[src/rtl/fft16_pkg.sv]
// Shared constants, twiddle tables, FSM state type and bit-reverse helper for the
// 16-point FFT core.
package fft16_pkg;

  localparam int FFT_WORD_SIZE   = 16;
  localparam int FFT_DATA_LENGTH = 8;
  localparam int FFT_FRACTION    = 8;
  localparam int FFT_STAGES      = 4;

  // W16^k = cos - j*sin, scaled by 2^FRACTION, k = 0..7
  localparam logic signed [FFT_WORD_SIZE-1:0] TW_COS [0:7] = '{
    16'sd256, 16'sd237, 16'sd181, 16'sd98, 16'sd0, -16'sd98, -16'sd181, -16'sd237
  };
  localparam logic signed [FFT_WORD_SIZE-1:0] TW_SIN [0:7] = '{
    16'sd0, 16'sd98, 16'sd181, 16'sd237, 16'sd256, 16'sd237, 16'sd181, 16'sd98
  };

  typedef enum logic [1:0] {
    LOAD    = 2'd0,
    COMPUTE = 2'd1,
    DONE    = 2'd2
  } fft_state_e;

  function automatic logic [3:0] bitrev4(input logic [3:0] v);
    return {v[0], v[1], v[2], v[3]};
  endfunction

endpackage

[src/rtl/fft16_ofdm_core_butterfly.sv]
// Combinational radix-2 butterfly: t = b*W, a' = (a+t)>>>1, b' = (a-t)>>>1.
// Build option FFT_ROUND_EN switches truncation to round-half-up.
module fft_butterfly
  import fft16_pkg::*;
#(
  parameter int W = FFT_WORD_SIZE,
  parameter int F = FFT_FRACTION
) (
  input  logic signed [W-1:0] a_re,
  input  logic signed [W-1:0] a_im,
  input  logic signed [W-1:0] b_re,
  input  logic signed [W-1:0] b_im,
  input  logic signed [W-1:0] w_cos,
  input  logic signed [W-1:0] w_sin,
  output logic signed [W-1:0] y0_re,
  output logic signed [W-1:0] y0_im,
  output logic signed [W-1:0] y1_re,
  output logic signed [W-1:0] y1_im
);

`ifdef FFT_ROUND_EN
  localparam logic signed [2*W:0] MUL_RND  = $signed({{(2*W){1'b0}}, 1'b1}) <<< (F-1);
  localparam logic signed [W:0]   HALF_RND = $signed({{W{1'b0}}, 1'b1});
`else
  localparam logic signed [2*W:0] MUL_RND  = $signed({(2*W+1){1'b0}});
  localparam logic signed [W:0]   HALF_RND = $signed({(W+1){1'b0}});
`endif

  logic signed [2*W-1:0] p_rc_s, p_is_s, p_ic_s, p_rs_s;
  logic signed [2*W:0]   t_re_full_s, t_im_full_s;
  logic signed [W-1:0]   t_re_s, t_im_s;
  logic signed [W:0]     s_re_s, s_im_s, d_re_s, d_im_s;

  // (br + j*bi)(c - j*s) = (br*c + bi*s) + j(bi*c - br*s)
  always_comb begin
    p_rc_s      = b_re * w_cos;
    p_is_s      = b_im * w_sin;
    p_ic_s      = b_im * w_cos;
    p_rs_s      = b_re * w_sin;
    t_re_full_s = p_rc_s + p_is_s + MUL_RND;
    t_im_full_s = p_ic_s - p_rs_s + MUL_RND;
    t_re_s      = W'(t_re_full_s >>> F);
    t_im_s      = W'(t_im_full_s >>> F);
    s_re_s      = a_re + t_re_s + HALF_RND;
    s_im_s      = a_im + t_im_s + HALF_RND;
    d_re_s      = a_re - t_re_s + HALF_RND;
    d_im_s      = a_im - t_im_s + HALF_RND;
    y0_re       = W'(s_re_s >>> 1'b1);
    y0_im       = W'(s_im_s >>> 1'b1);
    y1_re       = W'(d_re_s >>> 1'b1);
    y1_im       = W'(d_im_s >>> 1'b1);
  end

endmodule

[src/rtl/fft16_ofdm_core.sv]
// 16-point radix-2 DIT FFT: loads 16 real bytes, runs 32 time-shared butterflies,
// presents bins in parallel with a done pulse. Optional rounding: FFT_ROUND_EN.
module fft16_ofdm_core
  import fft16_pkg::*;
#(
  parameter int WORD_SIZE   = FFT_WORD_SIZE,
  parameter int DATA_LENGTH = FFT_DATA_LENGTH,
  parameter int FRACTION    = FFT_FRACTION,
  parameter int STAGES      = FFT_STAGES
) (
  input  logic                   i_clk,
  input  logic                   i_rst,
  input  logic [DATA_LENGTH-1:0] i_byte,
  input  logic                   i_byte_valid,
  output logic [WORD_SIZE-1:0]   out0_re,  output logic [WORD_SIZE-1:0] out0_im,
  output logic [WORD_SIZE-1:0]   out1_re,  output logic [WORD_SIZE-1:0] out1_im,
  output logic [WORD_SIZE-1:0]   out2_re,  output logic [WORD_SIZE-1:0] out2_im,
  output logic [WORD_SIZE-1:0]   out3_re,  output logic [WORD_SIZE-1:0] out3_im,
  output logic [WORD_SIZE-1:0]   out4_re,  output logic [WORD_SIZE-1:0] out4_im,
  output logic [WORD_SIZE-1:0]   out5_re,  output logic [WORD_SIZE-1:0] out5_im,
  output logic [WORD_SIZE-1:0]   out6_re,  output logic [WORD_SIZE-1:0] out6_im,
  output logic [WORD_SIZE-1:0]   out7_re,  output logic [WORD_SIZE-1:0] out7_im,
  output logic [WORD_SIZE-1:0]   out8_re,  output logic [WORD_SIZE-1:0] out8_im,
  output logic [WORD_SIZE-1:0]   out9_re,  output logic [WORD_SIZE-1:0] out9_im,
  output logic [WORD_SIZE-1:0]   out10_re, output logic [WORD_SIZE-1:0] out10_im,
  output logic [WORD_SIZE-1:0]   out11_re, output logic [WORD_SIZE-1:0] out11_im,
  output logic [WORD_SIZE-1:0]   out12_re, output logic [WORD_SIZE-1:0] out12_im,
  output logic [WORD_SIZE-1:0]   out13_re, output logic [WORD_SIZE-1:0] out13_im,
  output logic [WORD_SIZE-1:0]   out14_re, output logic [WORD_SIZE-1:0] out14_im,
  output logic [WORD_SIZE-1:0]   out15_re, output logic [WORD_SIZE-1:0] out15_im,
  output logic                   o_FFT_cycle_done
);

  localparam logic [4:0] STEP_LAST = 5'(STAGES * 8 - 1);

  fft_state_e state_r, state_next_s;
  logic [3:0] cnt_r;
  logic [4:0] step_r;
  logic       done_r;
  logic signed [WORD_SIZE-1:0] ram_re_r [16];
  logic signed [WORD_SIZE-1:0] ram_im_r [16];
  logic signed [WORD_SIZE-1:0] out_re_r [16];
  logic signed [WORD_SIZE-1:0] out_im_r [16];

  logic [3:0] a_idx_s, b_idx_s;
  logic [2:0] tw_k_s;
  logic signed [WORD_SIZE-1:0] sample_s;
  logic signed [WORD_SIZE-1:0] y0_re_s, y0_im_s, y1_re_s, y1_im_s;

  assign sample_s = WORD_SIZE'($signed(i_byte)) <<< FRACTION;

  // State register
  always_ff @(posedge i_clk) begin
    if (i_rst) begin
      state_r <= LOAD;
    end else begin
      state_r <= state_next_s;
    end
  end

  // Next-state logic
  always_comb begin
    state_next_s = state_r;
    case (state_r)
      LOAD: begin
        if (i_byte_valid && (cnt_r == 4'd15)) state_next_s = COMPUTE;
        else                                  state_next_s = LOAD;
      end
      COMPUTE: begin
        if (step_r == STEP_LAST) state_next_s = DONE;
        else                     state_next_s = COMPUTE;
      end
      DONE:    state_next_s = LOAD;
      default: state_next_s = LOAD;
    endcase
  end

  // Butterfly operand addresses: step_r = {stage, butterfly}; span doubles per stage
  always_comb begin
    a_idx_s = 4'd0;
    b_idx_s = 4'd0;
    tw_k_s  = 3'd0;
    case (step_r[4:3])
      2'd0: begin
        a_idx_s = {step_r[2:0], 1'b0};
        b_idx_s = {step_r[2:0], 1'b1};
        tw_k_s  = 3'd0;
      end
      2'd1: begin
        a_idx_s = {step_r[2:1], 1'b0, step_r[0]};
        b_idx_s = {step_r[2:1], 1'b1, step_r[0]};
        tw_k_s  = {step_r[0], 2'b00};
      end
      2'd2: begin
        a_idx_s = {step_r[2], 1'b0, step_r[1:0]};
        b_idx_s = {step_r[2], 1'b1, step_r[1:0]};
        tw_k_s  = {step_r[1:0], 1'b0};
      end
      2'd3: begin
        a_idx_s = {1'b0, step_r[2:0]};
        b_idx_s = {1'b1, step_r[2:0]};
        tw_k_s  = step_r[2:0];
      end
      default: begin
        a_idx_s = 4'd0;
        b_idx_s = 4'd0;
        tw_k_s  = 3'd0;
      end
    endcase
  end

  fft_butterfly #(.W(WORD_SIZE), .F(FRACTION)) u_bfly (
    .a_re  (ram_re_r[a_idx_s]),
    .a_im  (ram_im_r[a_idx_s]),
    .b_re  (ram_re_r[b_idx_s]),
    .b_im  (ram_im_r[b_idx_s]),
    .w_cos (TW_COS[tw_k_s]),
    .w_sin (TW_SIN[tw_k_s]),
    .y0_re (y0_re_s),
    .y0_im (y0_im_s),
    .y1_re (y1_re_s),
    .y1_im (y1_im_s)
  );

  // Working RAM, counters and registered result bank
  always_ff @(posedge i_clk) begin
    if (i_rst) begin
      for (int i = 0; i < 16; i++) begin
        ram_re_r[i] <= '0;
        ram_im_r[i] <= '0;
        out_re_r[i] <= '0;
        out_im_r[i] <= '0;
      end
      cnt_r  <= 4'd0;
      step_r <= 5'd0;
      done_r <= 1'b0;
    end else begin
      done_r <= 1'b0;
      case (state_r)
        LOAD: begin
          if (i_byte_valid) begin
            ram_re_r[bitrev4(cnt_r)] <= sample_s;
            ram_im_r[bitrev4(cnt_r)] <= '0;
            cnt_r <= cnt_r + 4'd1;
          end
        end
        COMPUTE: begin
          ram_re_r[a_idx_s] <= y0_re_s;
          ram_im_r[a_idx_s] <= y0_im_s;
          ram_re_r[b_idx_s] <= y1_re_s;
          ram_im_r[b_idx_s] <= y1_im_s;
          step_r <= step_r + 5'd1;
        end
        DONE: begin
          out_re_r <= ram_re_r;
          out_im_r <= ram_im_r;
          done_r   <= 1'b1;
          cnt_r    <= 4'd0;
          step_r   <= 5'd0;
        end
        default: begin
          cnt_r  <= 4'd0;
          step_r <= 5'd0;
        end
      endcase
    end
  end

  assign o_FFT_cycle_done = done_r;
  assign out0_re  = out_re_r[0];   assign out0_im  = out_im_r[0];
  assign out1_re  = out_re_r[1];   assign out1_im  = out_im_r[1];
  assign out2_re  = out_re_r[2];   assign out2_im  = out_im_r[2];
  assign out3_re  = out_re_r[3];   assign out3_im  = out_im_r[3];
  assign out4_re  = out_re_r[4];   assign out4_im  = out_im_r[4];
  assign out5_re  = out_re_r[5];   assign out5_im  = out_im_r[5];
  assign out6_re  = out_re_r[6];   assign out6_im  = out_im_r[6];
  assign out7_re  = out_re_r[7];   assign out7_im  = out_im_r[7];
  assign out8_re  = out_re_r[8];   assign out8_im  = out_im_r[8];
  assign out9_re  = out_re_r[9];   assign out9_im  = out_im_r[9];
  assign out10_re = out_re_r[10];  assign out10_im = out_im_r[10];
  assign out11_re = out_re_r[11];  assign out11_im = out_im_r[11];
  assign out12_re = out_re_r[12];  assign out12_im = out_im_r[12];
  assign out13_re = out_re_r[13];  assign out13_im = out_im_r[13];
  assign out14_re = out_re_r[14];  assign out14_im = out_im_r[14];
  assign out15_re = out_re_r[15];  assign out15_im = out_im_r[15];

endmodule

[config.mk]
export PLATFORM = sky130hd
export DESIGN_NAME = fft16_ofdm_core
export DESIGN_NICKNAME = d
export VERILOG_FILES = /design/src/rtl/fft16_pkg.sv /design/src/rtl/fft16_ofdm_core_butterfly.sv /design/src/rtl/fft16_ofdm_core.sv
export SDC_FILE = /design/constraint.sdc
export NUM_CORES = 2
export LEC_CHECK = 0
export ABC_AREA = 1
export CAP_MARGIN = 20
export CORE_ASPECT_RATIO = 1.75
export CORE_MARGIN = 1.5
export CORE_UTILIZATION = 25
export CTS_CLUSTER_DIAMETER = 80
export DETAILED_ROUTE_END_ITERATION = 10
export HOLD_SLACK_MARGIN = 0.06
export PLACE_DENSITY_LB_ADDON = 0.15
export SYNTH_ARGS = -nofsm -noshare
export SYNTH_HDL_FRONTEND = slang
export SYNTH_SLANG_ARGS = --single-unit
[constraint.sdc]
create_clock -name i_clk -period 11.2 [get_ports i_clk]
set_clock_uncertainty 0.15 [all_clocks]
set_input_delay 1.12 -clock i_clk [delete_from_list [all_inputs] [get_ports i_clk]]
set_output_delay 1.12 -clock i_clk [all_outputs]
set_load 0.02 [all_outputs]
==> results.cfg <==
[status]
outcome = finished, violations left
failed_checks = max-slew violations

[worst_setup_path]
critPathMaxFanout = 13
critPathArrivalTime_ns = 11.74
crit_type = reg2reg
crit_slowest_cell = fa_1
endpoint_kind = register
cp.required_ns = 11.76
start_kind = register
slowest_delay_ns = 0.60
crit_path_frequent_cell = buf_4

[global_route]
gr-total-overflow = 0
grt.total_usage_pct = 37.54
antenna_found_initial = 57
grt_pass1_wl_um = 778300
grt_start_max_net_pins = 218
grt_pass1_vias = 88950

[detailed_routing]
ant_nets = 0
wl_per_cell_um = 37.24
first_pass_iters = 11
vias_per_cell = 5.490
drc = 0
vias = 87810
drt_iter0_drc = 9302
drt_wl_total_um = 595600

[floorplan]
rows = 267
io_pins = 524
dieArea_um2 = 308100
die_y_um = 733.2
core_area_um2 = 302700
die_width_um = 420.2
initial_core_util_pct = 25.16

[sta]
fmax_ghz = 0.08948
max-slew-margin-rel_pct = -0.5900
worst_pin_slew_ns = 1.509
rsz0062_at_grt = true
setup_viol = 0
whs_ns = 0.3136
period_share_pct = 99.79
maxSlewViolCount = 2
fin_crit_ns = 11.18
finalHoldViolCount = 0

[synthesis]
yosysTopAreaCellShare_pct = 27.23
synth_edf_count = 0
syn-cell-area_um2 = 76160
syn_area_per_cell_um2 = 7.459
synth-seq-cells = 1036
ys_top_cells_by_area = dfxtp_1, fa_1, nand2_1, inv_1, o21ai_0
netlist_instances = 10210
yosys_most_used_dff = dfxtp_1
async_flop_share_pct = 0
yosysSeqAreaShare_pct = 27.23
syn_nets = 11250
synth_top_cell_by_area = dfxtp_1
synth_cell_types = 64
ys_warn_count = 0

[power_and_ir_drop]
power.leakage_nw = 45.59
cellPowerDensity_nw_per_um2 = 100.1
ir_worst_vdd_mv = 0.1360

[placed_design]
hpwl_um = 458300
place_congestion = 1.093
port_buffers = 523
dp_cells = 15630

[final_layout]
layout_commonest_cell = buf_4
reg_top3 = ram_im_r: 256 flops, ram_re_r: 256 flops
areaGrowthSynthToFinish_pct = 38.91
layout_common_cells = buf_4, nand2_1, inv_1, nor2_1, dfxtp_1
final_cells = 15990
drive_gt1_share_pct = 21.39
fin_nets = 12870

[clocking]
ctsRootBufferMaster = clkbuf_16
numCtsBuffers = 105
insertion_delay_ns = 0.86
clockBufferDepth = 3
cts-htree-levels = 3
cts_tree = built
clock-sinks = 1036
clk_pin_slew_worst_paths_ns = 0.07

[run]
maxCapViolations = 0

[min_path]
hp-class = reg2reg
==> cells in the mapped netlist, types with 8 or more instances <==
cell type,count
xnor2_1,41
buf_2,64
a22o_1,11
nand2_1,1495
clkinv_1,23
o21bai_1,11
nor2_2,18
o22a_1,14
a22oi_1,46
fa_1,677
nand3_1,310
nand4_1,61
ha_1,347
inv_1,1333
o221ai_1,61
buf_1,56
a31oi_1,49
nand3_2,14
o21ai_0,959
nor3_1,25
o2111ai_1,17
xor2_1,57
nor2_1,1269
nor2_4,8
o21ai_1,18
o31ai_1,12
buf_4,17
or2_2,21
nand2_2,28
o22ai_1,593
clkbuf_1,556
a221oi_1,71
a21oi_1,790
inv_2,24
dfxtp_1,1036
==> power by group <==
| group | leakage, nW | internal, mW | switching, mW |
|---|---|---|---|
| Combinational | 35.4 | 0.983 | 1.73 |
| Clock | 1.85 | 2.27 | 1.88 |
| Sequential | 8.36 | 3.70 | 0.0256 |
==> worst paths after layout <==
kind,slack (ns),to,cells after the start,startpoint
worst max-delay path,0.02,ram_im_r[79],48,step_r[4]
worst min-delay path,0.31,ram_re_r[214],2,ram_re_r[214]
worst max register to register,0.02,ram_im_r[79],48,step_r[4]
worst min register to register,0.31,ram_re_r[214],2,ram_re_r[214]
==> routing by layer <==
layer	track usage, %	part of all wire, %	vias to the layer above
met5	0	0.044	-
li1	-	-	36770
met3	8.897	7.5	2329
met2	62.62	47	5393
met1	35.65	31	43280
met4	42.42	14	34
==> final cells by class <==
| type | count | area (um2) |
|---|---|---|
| antenna | 34 | 85.08 |
| clock buffer | 138 | 3023 |
| clock inverter | 57 | 839.6 |
| fill | 32490 | 196900 |
| inverter | 1383 | 5284 |
| multi-input combinational | 7091 | 50160 |
| sequential | 1036 | 20750 |
| tap | 4035 | 5049 |
| timing repair buffer | 2218 | 20600 |
| timing repair inverter | 1 | 7.507 |
==> critical path: cells and delay by family (launching register included) <==
| family | cells | cell delay [ns] |
|---|---|---|
| adders and majority gates | 10 | 4.65 |
| buffers and inverters | 21 | 2.99 |
| and+or+nand+nor | 9 | 1.26 |
| AOI/OAI and AO/OA | 6 | 1.22 |
| DFF | 1 | 0.37 |
| xor gates and xnor gates | 2 | 0.33 |
==> metrics by stage <==
stage | utilization (%) | area [um2] | total power [mW] | setup TNS [ns] | setup slack [ns]
final | 34.95 | 105800 | 10.59 | 0 | 0.02377
after global routing | 34.93 | 105700 | 10.72 | -9.645 | -0.2832
after CTS | 34.05 | 103000 | 10.27 | -0.001728 | -0.001728
after detailed placement | 32.11 | 97190 | 6.056 | -295.89 | -1.360
after global placement | 32.08 | 97100 | 6.062 | -290.35 | -1.271
after floorplan | - | 76160 | 4.519 | 0 | 0.3905
==> what timing repair did <==
| item | in CTS | in global routing |
|---|---|---|
| hold buffers | 0 | 0 |
| gates cloned | 7 | 6 |
| buffers inserted | 35 | 77 |
| pin swaps | 100 | 202 |
| gates resized for setup | 365 | 440 |
| endpoints found under the setup margin | 379 | 336 |
==> kinds of logic (layout without fill, tap and decap cells) <==
| family | count (synthesis) | count (layout) | synth area share, % |
|---|---|---|---|
| and+or+nand+nor | 3270 | 3270 | 17.44 |
| AOI/OAI and AO/OA | 2695 | 2695 | 20.07 |
| buffers and inverters | 2083 | 3797 | 10.53 |
| DFF | 1036 | 1036 | 27.23 |
| adders and majority gates | 1024 | 1024 | 23.50 |
| xor gates and xnor gates | 102 | 102 | 1.227 |
| other | 0 | 34 | 0 |
Note: power is estimated with default switching activity, not from simulation.
